`config.mk`:
```
export PLATFORM = sky130hd
export DESIGN_NAME = rx_block_reader_flat
export DESIGN_NICKNAME = d
export VERILOG_FILES = /design/src/rtl/rx_block_reader_pkg.sv /design/src/rtl/rx_block_reader_if.sv /design/src/rtl/rx_block_reader.sv /design/src/flat_wrapper.sv
export SDC_FILE = /design/constraint.sdc
export NUM_CORES = 1
export LEC_CHECK = 0
export BUFFER_PORTS_ARGS = -buffer_cell sky130_fd_sc_hd__buf_2
export CAP_MARGIN = 20
export CORE_MARGIN = 2
export CORE_UTILIZATION = 45
export CTS_BUF_LIST = sky130_fd_sc_hd__clkbuf_8
export DETAILED_ROUTE_END_ITERATION = 8
export PLACE_DENSITY_LB_ADDON = 0.25
export SYNTH_ARGS = -nofsm -noshare
export SYNTH_HDL_FRONTEND = slang
export SYNTH_SLANG_ARGS = --single-unit
```
`constraint.sdc`:
```
create_clock -name clk -period 5.3 [get_ports clk]
set_input_delay 1.06 -clock clk [delete_from_list [all_inputs] [get_ports clk]]
set_output_delay 1.06 -clock clk [all_outputs]
set_load 0.02 [all_outputs]
```
`src/rtl/rx_block_reader_pkg.sv`:
```
// -----------------------------------------------------------------------------
// rx_block_reader_pkg
// Shared definitions for the UART receive path: drain FSM state encoding,
// byte width, ping-pong buffer base constants and the block-length clamp.
// No ports (package).
// -----------------------------------------------------------------------------
package rx_block_reader_pkg;

    localparam int unsigned BYTE_W             = 8;
    localparam int unsigned DEFAULT_BLOCK_SIZE = 16;
    // Half A always starts at address 0; half B starts at the block size.
    localparam int unsigned HALF_A_BASE        = 0;

    typedef enum logic [1:0] {
        IDLE = 2'd0,
        ADDR = 2'd1,
        WAIT = 2'd2,
        SEND = 2'd3
    } state_t;

    // A block never extends past its own ping-pong half.
    function automatic logic [BYTE_W-1:0] clamp_len(
        input logic [BYTE_W-1:0] count,
        input logic [BYTE_W-1:0] limit
    );
        return (count > limit) ? limit : count;
    endfunction

endpackage

```
`src/rtl/rx_block_reader_if.sv`:
```
// -----------------------------------------------------------------------------
// rx_block_reader_if
// Byte-stream handshake carrying drained bytes downstream.
//   m_data  : streamed byte
//   m_valid : m_data valid
//   m_ready : downstream accepts (transfer on m_valid & m_ready)
//   m_last  : final byte of a block, qualified by m_valid
// master = byte source (rx_block_reader), slave = byte sink.
// -----------------------------------------------------------------------------
interface rx_block_reader_if;
    import rx_block_reader_pkg::*;

    logic [BYTE_W-1:0] m_data;
    logic              m_valid;
    logic              m_ready;
    logic              m_last;

    modport master (output m_data, output m_valid, output m_last, input m_ready);
    modport slave  (input m_data, input m_valid, input m_last, output m_ready);

endinterface

```
`src/rtl/rx_block_reader.sv`:
```
// -----------------------------------------------------------------------------
// rx_block_reader
// Drains a completed receive block out of one half of the ping-pong byte
// buffer and streams it downstream, one byte every three cycles at best
// (ADDR -> WAIT -> SEND).
// Ports:
//   clk, reset                : clock, synchronous active-high reset
//   rx_done                   : block complete; rising edge starts a drain
//   message_received_count    : bytes in the completed block
//   pingpong_pointer          : half holding the block (0 = A, 1 = B)
//   data_buffer_readaddress   : buffer read address
//   data_buffer_readdata      : buffer read data, one cycle after the address
//   busy                      : drain in progress
//   overrun_flag              : sticky, a block was dropped
//   clear_overrun             : pulse clears overrun_flag (a new overrun wins)
//   stream                    : byte stream output (master modport)
// -----------------------------------------------------------------------------
module rx_block_reader
    import rx_block_reader_pkg::*;
#(
    parameter int DATA_BUFFER_LENGTH_WIDTH = 8,
    parameter int DATA_BLOCK_SIZE          = DEFAULT_BLOCK_SIZE
) (
    input  logic                                clk,
    input  logic                                reset,
    input  logic                                rx_done,
    input  logic [BYTE_W-1:0]                   message_received_count,
    input  logic                                pingpong_pointer,
    output logic [DATA_BUFFER_LENGTH_WIDTH-1:0] data_buffer_readaddress,
    input  logic [BYTE_W-1:0]                   data_buffer_readdata,
    output logic                                busy,
    output logic                                overrun_flag,
    input  logic                                clear_overrun,
    rx_block_reader_if.master                   stream
);

    localparam int AW = DATA_BUFFER_LENGTH_WIDTH;
    localparam logic [AW-1:0]     BASE_A    = AW'(HALF_A_BASE);
    localparam logic [AW-1:0]     BASE_B    = AW'(DATA_BLOCK_SIZE);
    localparam logic [BYTE_W-1:0] BLOCK_LEN = BYTE_W'(DATA_BLOCK_SIZE);

    state_t              state, state_n;
    logic [AW-1:0]       base, base_n;
    logic [AW-1:0]       addr, addr_n;
    logic [BYTE_W-1:0]   len, len_n;
    logic [BYTE_W-1:0]   idx, idx_n;
    logic [BYTE_W-1:0]   data, data_n;
    logic                valid, valid_n;
    logic                last, last_n;
    logic                overrun, overrun_n;
    logic                rx_done_q;
    logic                armed;
    logic                start;
    logic                start_ok;
    logic                transfer;
    logic                final_xfer;

    // armed keeps an rx_done that is already high at reset release from
    // looking like a fresh edge; it re-arms once rx_done has been seen low.
    assign start    = rx_done & ~rx_done_q & armed;
    assign start_ok = start && (message_received_count != '0);

    // m_valid is high throughout SEND, so a transfer is SEND & m_ready.
    assign transfer   = (state == SEND) && stream.m_ready;
    assign final_xfer = transfer && (idx == len - 1'b1);

    always_comb begin
        state_n   = state;
        base_n    = base;
        len_n     = len;
        idx_n     = idx;
        addr_n    = addr;
        data_n    = data;
        overrun_n = overrun & ~clear_overrun;

        case (state)
            IDLE: begin
                if (start_ok) begin
                    state_n = ADDR;
                    base_n  = pingpong_pointer ? BASE_B : BASE_A;
                    len_n   = clamp_len(message_received_count, BLOCK_LEN);
                    idx_n   = '0;
                end
            end
            ADDR: state_n = WAIT;
            WAIT: begin
                state_n = SEND;
                data_n  = data_buffer_readdata;
            end
            SEND: begin
                if (final_xfer) begin
                    // A start landing on the last-byte transfer chains
                    // straight into the next block instead of overrunning.
                    if (start_ok) begin
                        state_n = ADDR;
                        base_n  = pingpong_pointer ? BASE_B : BASE_A;
                        len_n   = clamp_len(message_received_count, BLOCK_LEN);
                        idx_n   = '0;
                    end else begin
                        state_n = IDLE;
                    end
                end else if (transfer) begin
                    state_n = ADDR;
                    idx_n   = idx + 1'b1;
                end
            end
            default: state_n = IDLE;
        endcase

        if (start_ok && (state != IDLE) && !final_xfer)
            overrun_n = 1'b1;

        // The address register is loaded on entry to ADDR so the buffer sees
        // it during ADDR; it holds in every other state.
        if (state_n == ADDR)
            addr_n = base_n + AW'(idx_n);

        valid_n = (state_n == SEND);
        last_n  = (state_n == SEND) && (idx_n == len_n - 1'b1);
    end

    always_ff @(posedge clk) begin
        if (reset) begin
            state     <= IDLE;
            base      <= '0;
            len       <= '0;
            idx       <= '0;
            addr      <= '0;
            data      <= '0;
            valid     <= 1'b0;
            last      <= 1'b0;
            overrun   <= 1'b0;
            rx_done_q <= 1'b0;
            armed     <= ~rx_done;
        end else begin
            state     <= state_n;
            base      <= base_n;
            len       <= len_n;
            idx       <= idx_n;
            addr      <= addr_n;
            data      <= data_n;
            valid     <= valid_n;
            last      <= last_n;
            overrun   <= overrun_n;
            rx_done_q <= rx_done;
            if (!rx_done)
                armed <= 1'b1;
        end
    end

    assign data_buffer_readaddress = addr;
    assign busy                    = (state != IDLE);
    assign overrun_flag            = overrun;
    assign stream.m_data           = data;
    assign stream.m_valid          = valid;
    assign stream.m_last           = last;

endmodule

```
`src/flat_wrapper.sv`:
```
// flat-port wrapper written by rule: the top's interface ports become plain ports
module rx_block_reader_flat import rx_block_reader_pkg::*;
#(
    parameter int DATA_BUFFER_LENGTH_WIDTH = 8,
    parameter int DATA_BLOCK_SIZE          = DEFAULT_BLOCK_SIZE
)
  (clk, reset, rx_done, message_received_count, pingpong_pointer, data_buffer_readaddress, data_buffer_readdata, busy, overrun_flag, clear_overrun, stream_m_data, stream_m_valid, stream_m_last, stream_m_ready);
  rx_block_reader_if stream_i ();
  input  logic clk;
  input  logic reset;
  input  logic rx_done;
  input  logic [BYTE_W-1:0] message_received_count;
  input  logic pingpong_pointer;
  output logic [DATA_BUFFER_LENGTH_WIDTH-1:0] data_buffer_readaddress;
  input  logic [BYTE_W-1:0] data_buffer_readdata;
  output logic busy;
  output logic overrun_flag;
  input  logic clear_overrun;
  output wire logic [$bits(stream_i.m_data)-1:0] stream_m_data;
  output wire logic [$bits(stream_i.m_valid)-1:0] stream_m_valid;
  output wire logic [$bits(stream_i.m_last)-1:0] stream_m_last;
  input wire logic [$bits(stream_i.m_ready)-1:0] stream_m_ready;
  assign stream_m_data = stream_i.m_data;
  assign stream_m_valid = stream_i.m_valid;
  assign stream_m_last = stream_i.m_last;
  assign stream_i.m_ready = stream_m_ready;
  rx_block_reader #(.DATA_BUFFER_LENGTH_WIDTH(DATA_BUFFER_LENGTH_WIDTH), .DATA_BLOCK_SIZE(DATA_BLOCK_SIZE)) u_core (.clk(clk), .reset(reset), .rx_done(rx_done), .message_received_count(message_received_count), .pingpong_pointer(pingpong_pointer), .data_buffer_readaddress(data_buffer_readaddress), .data_buffer_readdata(data_buffer_readdata), .busy(busy), .overrun_flag(overrun_flag), .clear_overrun(clear_overrun), .stream(stream_i));
endmodule
```
# After elaboration in Yosys (flattened, before gate mapping)
# Cells that the tools add are included.
# W data, S select, Z words.
[totals] ff_bits=47 input_bits=22 out_inout_bits=20
[op_classes] add_sub_neg=4 magnitude_cmp=1 n_eq_ne=8 muxes=20 n_bitwise=6 n_reduce_logical=10
[ops] op="$mux W8" n=8
[ops] op="$pmux W8 S2" n=3
[ops] op="$eq A8 B8 Y1" n=2
[ops] op="$sub A8 B1 Y8 const B" n=2
[ops] op="$add A8 B1 Y8 const B" n=1
[ops] op="$add A8 B8 Y8" n=1
[ops] op="$gt A8 B5 Y1 const B" n=1
[ops] op="$pmux W2 S4" n=1
[ops] op="$reduce_bool A8 Y1" n=1
[ops] op="$eq A2 B2 Y1 const B" n=3
[ops] op="$logic_and A1 B1 Y1" n=6
[ops] op="$mux W2" n=3
[ops] op="$mux W5" n=1
[ops] op="$eq A2 B1 Y1 const B" n=2
[ops] op="$mux W1" n=4
[ops] op="$and A1 B1 Y1" n=3
[ops] op="$not A1 Y1" n=3
[ops] op="$logic_not A2 Y1" n=1
[ops] op="$ne A2 B2 Y1 const B" n=1
[ops] op="$reduce_bool A2 Y1" n=1
[ops] op="$logic_not A1 Y1" n=1

# Logic depth before layout (Yosys ltp)
[depth] word_depth=10 depth_mapped=24 depth_no_buf=22

# Least setup slack after synthesis
# Ideal clock, no wire load.
[synth_path] path_type="in2reg" from="in stream_m_ready" to="reg u_core.addr[7] (netlist: u_core.data_buffer_readaddress[7])" setup_ns=0.128 t_arrival_ns=4.232 setup_slack_ns=0.941 stages=19 path_cell_list="nand2_1 > nor3_1 > o211ai_1 > a211o_2 > nor2_4 > o31ai_1 > a22oi_1 > inv_1 > ha_1 > a21o_1 > a21oi_1 > o21bai_1 > a21oi_1 > o21bai_1 > a21oi_1 > xnor2_1 > xnor2_1 > mux2i_1 > nor2_1"
[synth_via] elab_chain_len=5
[synth_lines] element="start, declared" line="flat_wrapper.sv:22" rtl="input wire logic [$bits(stream_i.m_ready)-1:0] stream_m_ready;"
[synth_lines] element="$logic_and A1 B1 Y1 (*)" line="rx_block_reader.sv:64" rtl="assign transfer = (state == SEND) && stream.m_ready;"
[synth_lines] element="$mux W8 or $logic_and A1 B1 Y1 (tied branches)" line="rx_block_reader.sv:102, rx_block_reader.sv:65"
[synth_lines] element="$mux W8 (*)" line="rx_block_reader.sv:91" rtl="if (final_xfer) begin"
[synth_lines] element="$pmux W8 S2 (*)" line="rx_block_reader.sv:76" rtl="case (state)"
[synth_lines] element="named net u_core.idx_n[1]" line="rx_block_reader.sv:46" rtl="logic [BYTE_W-1:0] idx, idx_n;"
[synth_lines] element="$add A8 B8 Y8 (*)" line="rx_block_reader.sv:116" rtl="addr_n = base_n + AW'(idx_n);"
[synth_lines] element="end signal, assigned" line="rx_block_reader.sv:140" rtl="addr <= addr_n;"
[synth_lines] element="end, declared" line="rx_block_reader.sv:44" rtl="logic [AW-1:0] addr, addr_n;"
# Mark *: on every way through the listed nets, which the timed path passes. The rest lies on a longest branch.
# A chain may end at the register's enable or synchronous reset.

# Final worst setup path
[layout_path] from="reg u_core.len[0]" to="reg u_core.addr[7] (netlist: u_core.data_buffer_readaddress[7])"
[layout_via] elab_chain_len=6
[layout_lines] element="start, declared" line="rx_block_reader.sv:45" rtl="logic [BYTE_W-1:0] len, len_n;"
[layout_lines] element="start signal, assigned" line="rx_block_reader.sv:138" rtl="len <= len_n;"
[layout_lines] element="$sub A8 B1 Y8" line="rx_block_reader.sv:65" rtl="assign final_xfer = transfer && (idx == len - 1'b1);"
[layout_lines] element="$eq A8 B8 Y1" line="rx_block_reader.sv:65"
[layout_lines] element="$logic_and A1 B1 Y1" line="rx_block_reader.sv:65"
[layout_lines] element="$mux W8" line="rx_block_reader.sv:91"
[layout_lines] element="$pmux W8 S2" line="rx_block_reader.sv:76"
[layout_lines] element="named net u_core.idx_n[1]" line="rx_block_reader.sv:46"
[layout_lines] element="$add A8 B8 Y8" line="rx_block_reader.sv:116"
# The timed path passes the listed nets, and every way through them passes these cells.

==> impl_metrics.csv <==
group,metric,value,unit
placed_design,gp_congestion,0.883,
global_route,grt_max_degree,43,
routing,dr.pass1.iters,4,
placed_design,dpl.hpwl,5220,um
floorplan,die_w,85.1,um
final_layout,area_delta_synth_final,12.6,%
yosys,synthCells,342,
yosys,ys_ff_latch,47,
floorplan,dieArea,0.00724,mm2
timing,hold_violations,0,
floorplan,die_h,85.1,um
floorplan,start_util,46.6,%
power_and_ir_drop,leakagePower,0.00140,uW
timing,rsz0062_at_grt,"false",
clocking,clkLatencyLatePin,0.30,ns
clocking,cts-htree-levels,2,
floorplan,core.rowCount,29,
timing,fin_crit,4.71,ns
global_route,grt_pass1_wl,11800,um
timing,worst_pin_slew,0.579,ns
routing,ant_nets,0,
timing,slew_headroom,61.2,%
yosys,avgSynthCellArea,8.65,um2
yosys,synthFlopType,"dfxtp_1",
routing,drc,0,
final_layout,n_fill_cell,584,
placed_design,placed_cell_area,0.00321,mm2
setup_path,crit_path_end_kind,"flop",
routing,wl,7000,um
timing,final_max_slew_viol_count,0,
power_and_ir_drop,vdd_drop_max,0.000264,V
final_layout,final_cell_mix,"nor2_1, dfxtp_1, buf_2",
timing,fin_skew,0.00557,ns
setup_path,cpMaxStageDelayCell,"dfxtp_1",
clocking,numCtsBuffers,5,
setup_path,crit_type,"reg -> reg",
setup_path,cp_cell_sequence,"inv_1 > ha_1 > o21bai_1 > a2111oi_2 > a311oi_4 > a211o_2 > nor2_4 > o31ai_1 > a22oi_1 > inv_1 > ha_1 > a21o_1 > a21oi_1 > o21bai_1 > a21oi_1 > o21bai_1 > a21oi_1 > xnor2_1 > xnor2_1 > mux2i_1 > nor2_1",
job,max_cap_violations,0,
clocking,post_cts_buffers,0,
final_layout,final_common_cell,"nor2_1",
clocking,cts_sinks,47,
routing,viasPerCell,5.63,
final_layout,nets,415,
final_layout,fin_cells,457,
placed_design,dpl.cell_count,449,
setup_path,crit_arrival,4.90,ns
timing,whs,0.468,ns
final_layout,fin_area,0.00333,mm2
setup_path,critPathRequiredTime,5.48,ns
yosys,ys_types,74,
timing,setup_viol,0,
timing,fmax,0.212,GHz
floorplan,core,0.00635,mm2
yosys,synth_nets,378,
routing,first_iter_violations,302,
timing,finalSetupTns,0,ns
setup_path,cp_top_family,"compound AO/OA/AOI/OAI gates",
min_path,min_path_type,"reg -> reg",
global_route,globalRoute.totalOverflow,0,
routing,post_drt_wl_per_cell,15.3,um
floorplan,io_pins,42,
global_route,grt_pass1_vias,2472,
setup_path,crit_buf_inv,2,
yosys,synth_edf_count,1,
clocking,cts_resized,0,
setup_path,cp_max_fo,9,
power_and_ir_drop,powerDensity,355,mW/mm2
setup_path,slowest_delay,0.55,ns
clocking,cts_hold_buf,0,
setup_path,cp-start-kind,"flop",
yosys,ys_seq_area_share,32.1,%
global_route,antenna_found_initial,0,
timing,period_share,88.9,%
clocking,clock_path_buffers,2,
clocking,clk_pin_slew,0.09,ns
yosys,synthesis.area,0.00296,mm2
yosys,synthArstFlopShare,0,%
run_status,status,"finished, final reports clean",
clocking,root_buffer,"clkbuf_8",
clocking,cts_tree,"built",
yosys,yosys_warnings,0,
final_layout,diodes,0,
final_layout,drive_gt1_share,19.7,%
routing,vias,2572,
placed_design,numPortBuffers,41,
global_route,grt_usage,19.8,%
==> metrics by stage <==
stage,setup slack [ns],utilization [%],power [uW]
final,0.586,52.5,1180
after global routing,0.234,52.5,1250
after CTS,0.550,52.5,1180
after detailed placement,0.483,50.6,903
after global placement,0.570,50.6,899
after floorplan,0.941,-,784
==> synth_stat cells, types with 8 or more instances <==
library cell,instances,area [um2]
nor2_1,52,195
dfxtp_1,46,921
a21oi_1,20,100
inv_1,17,63.8
xnor2_1,15,131
nand2_1,14,52.6
nor2b_1,14,87.6
ha_1,13,163
and2_1,10,62.6
mux2i_1,10,100
nand2b_1,8,50.1
==> metal layers <==
| layer | vias to the layer above | part of all wire (%) | GRT usage [%] |
|---|---|---|---|
| li1 | 1286 | - | - |
| met1 | 1210 | 47 | 27.9 |
| met2 | 72 | 48 | 32.0 |
| met3 | 4 | 5.0 | 3.40 |
| met4 | 0 | 0.54 | 3.90 |
| met5 | - | 0 | 0 |
==> where the power goes <==
group	leakage, uW	internal (uW)	switching (uW)
Combinational	0.000958	173	327
Sequential	0.000382	381	19.9
Clock	0.0000618	155	128
==> registers in the layout, indices dropped and copies added, names as in the netlist <==
name                            count
u_core.base                         8
u_core.data_buffer_readaddress      8
u_core.idx                          8
u_core.len                          8
u_core.stream.m_data                8
u_core.state                        2
u_core.armed                        1
u_core.overrun_flag                 1
u_core.rx_done_q                    1
u_core.stream.m_last                1
u_core.stream.m_valid               1
==> layout make-up <==
cell class / instances / area (um2) / share of cell area (%)
Clock inverter: 2 / 38.8 / 1.16
Multi-Input combinational cell: 264 / 1880 / 56.3
Inverter: 18 / 67.6 / 2.03
Tap cell: 77 / 96.3 / 2.89
Timing Repair Buffer: 43 / 220 / 6.61
Clock buffer: 6 / 82.6 / 2.48
Sequential cell: 47 / 951 / 28.5
==> cells by family after synthesis <==
group	synth area share [%]
and+or+nand+nor	24.7
xor gates and xnor gates	7.02
DFF	32.1
buffers and inverters	4.44
muxes	3.76
AOI/OAI and AO/OA	21.7
adders and majority gates	6.17
==> final timing paths <==
| check | endpoint | start | slack, ns | cells past startpoint |
|---|---|---|---|---|
| max reg2reg | u_core.data_buffer_readaddress[7]$_SDFFE_PP0N_ | u_core.len[0]$_SDFF_PP0_ | 0.59 | 21 |
| min | u_core.base[7]$_SDFF_PP0_ | u_core.base[7]$_SDFF_PP0_ | 0.47 | 1 |
| max | u_core.data_buffer_readaddress[7]$_SDFFE_PP0N_ | u_core.len[0]$_SDFF_PP0_ | 0.59 | 21 |
| min reg2reg | u_core.base[7]$_SDFF_PP0_ | u_core.base[7]$_SDFF_PP0_ | 0.47 | 1 |
(Power assumes the default switching activity.)
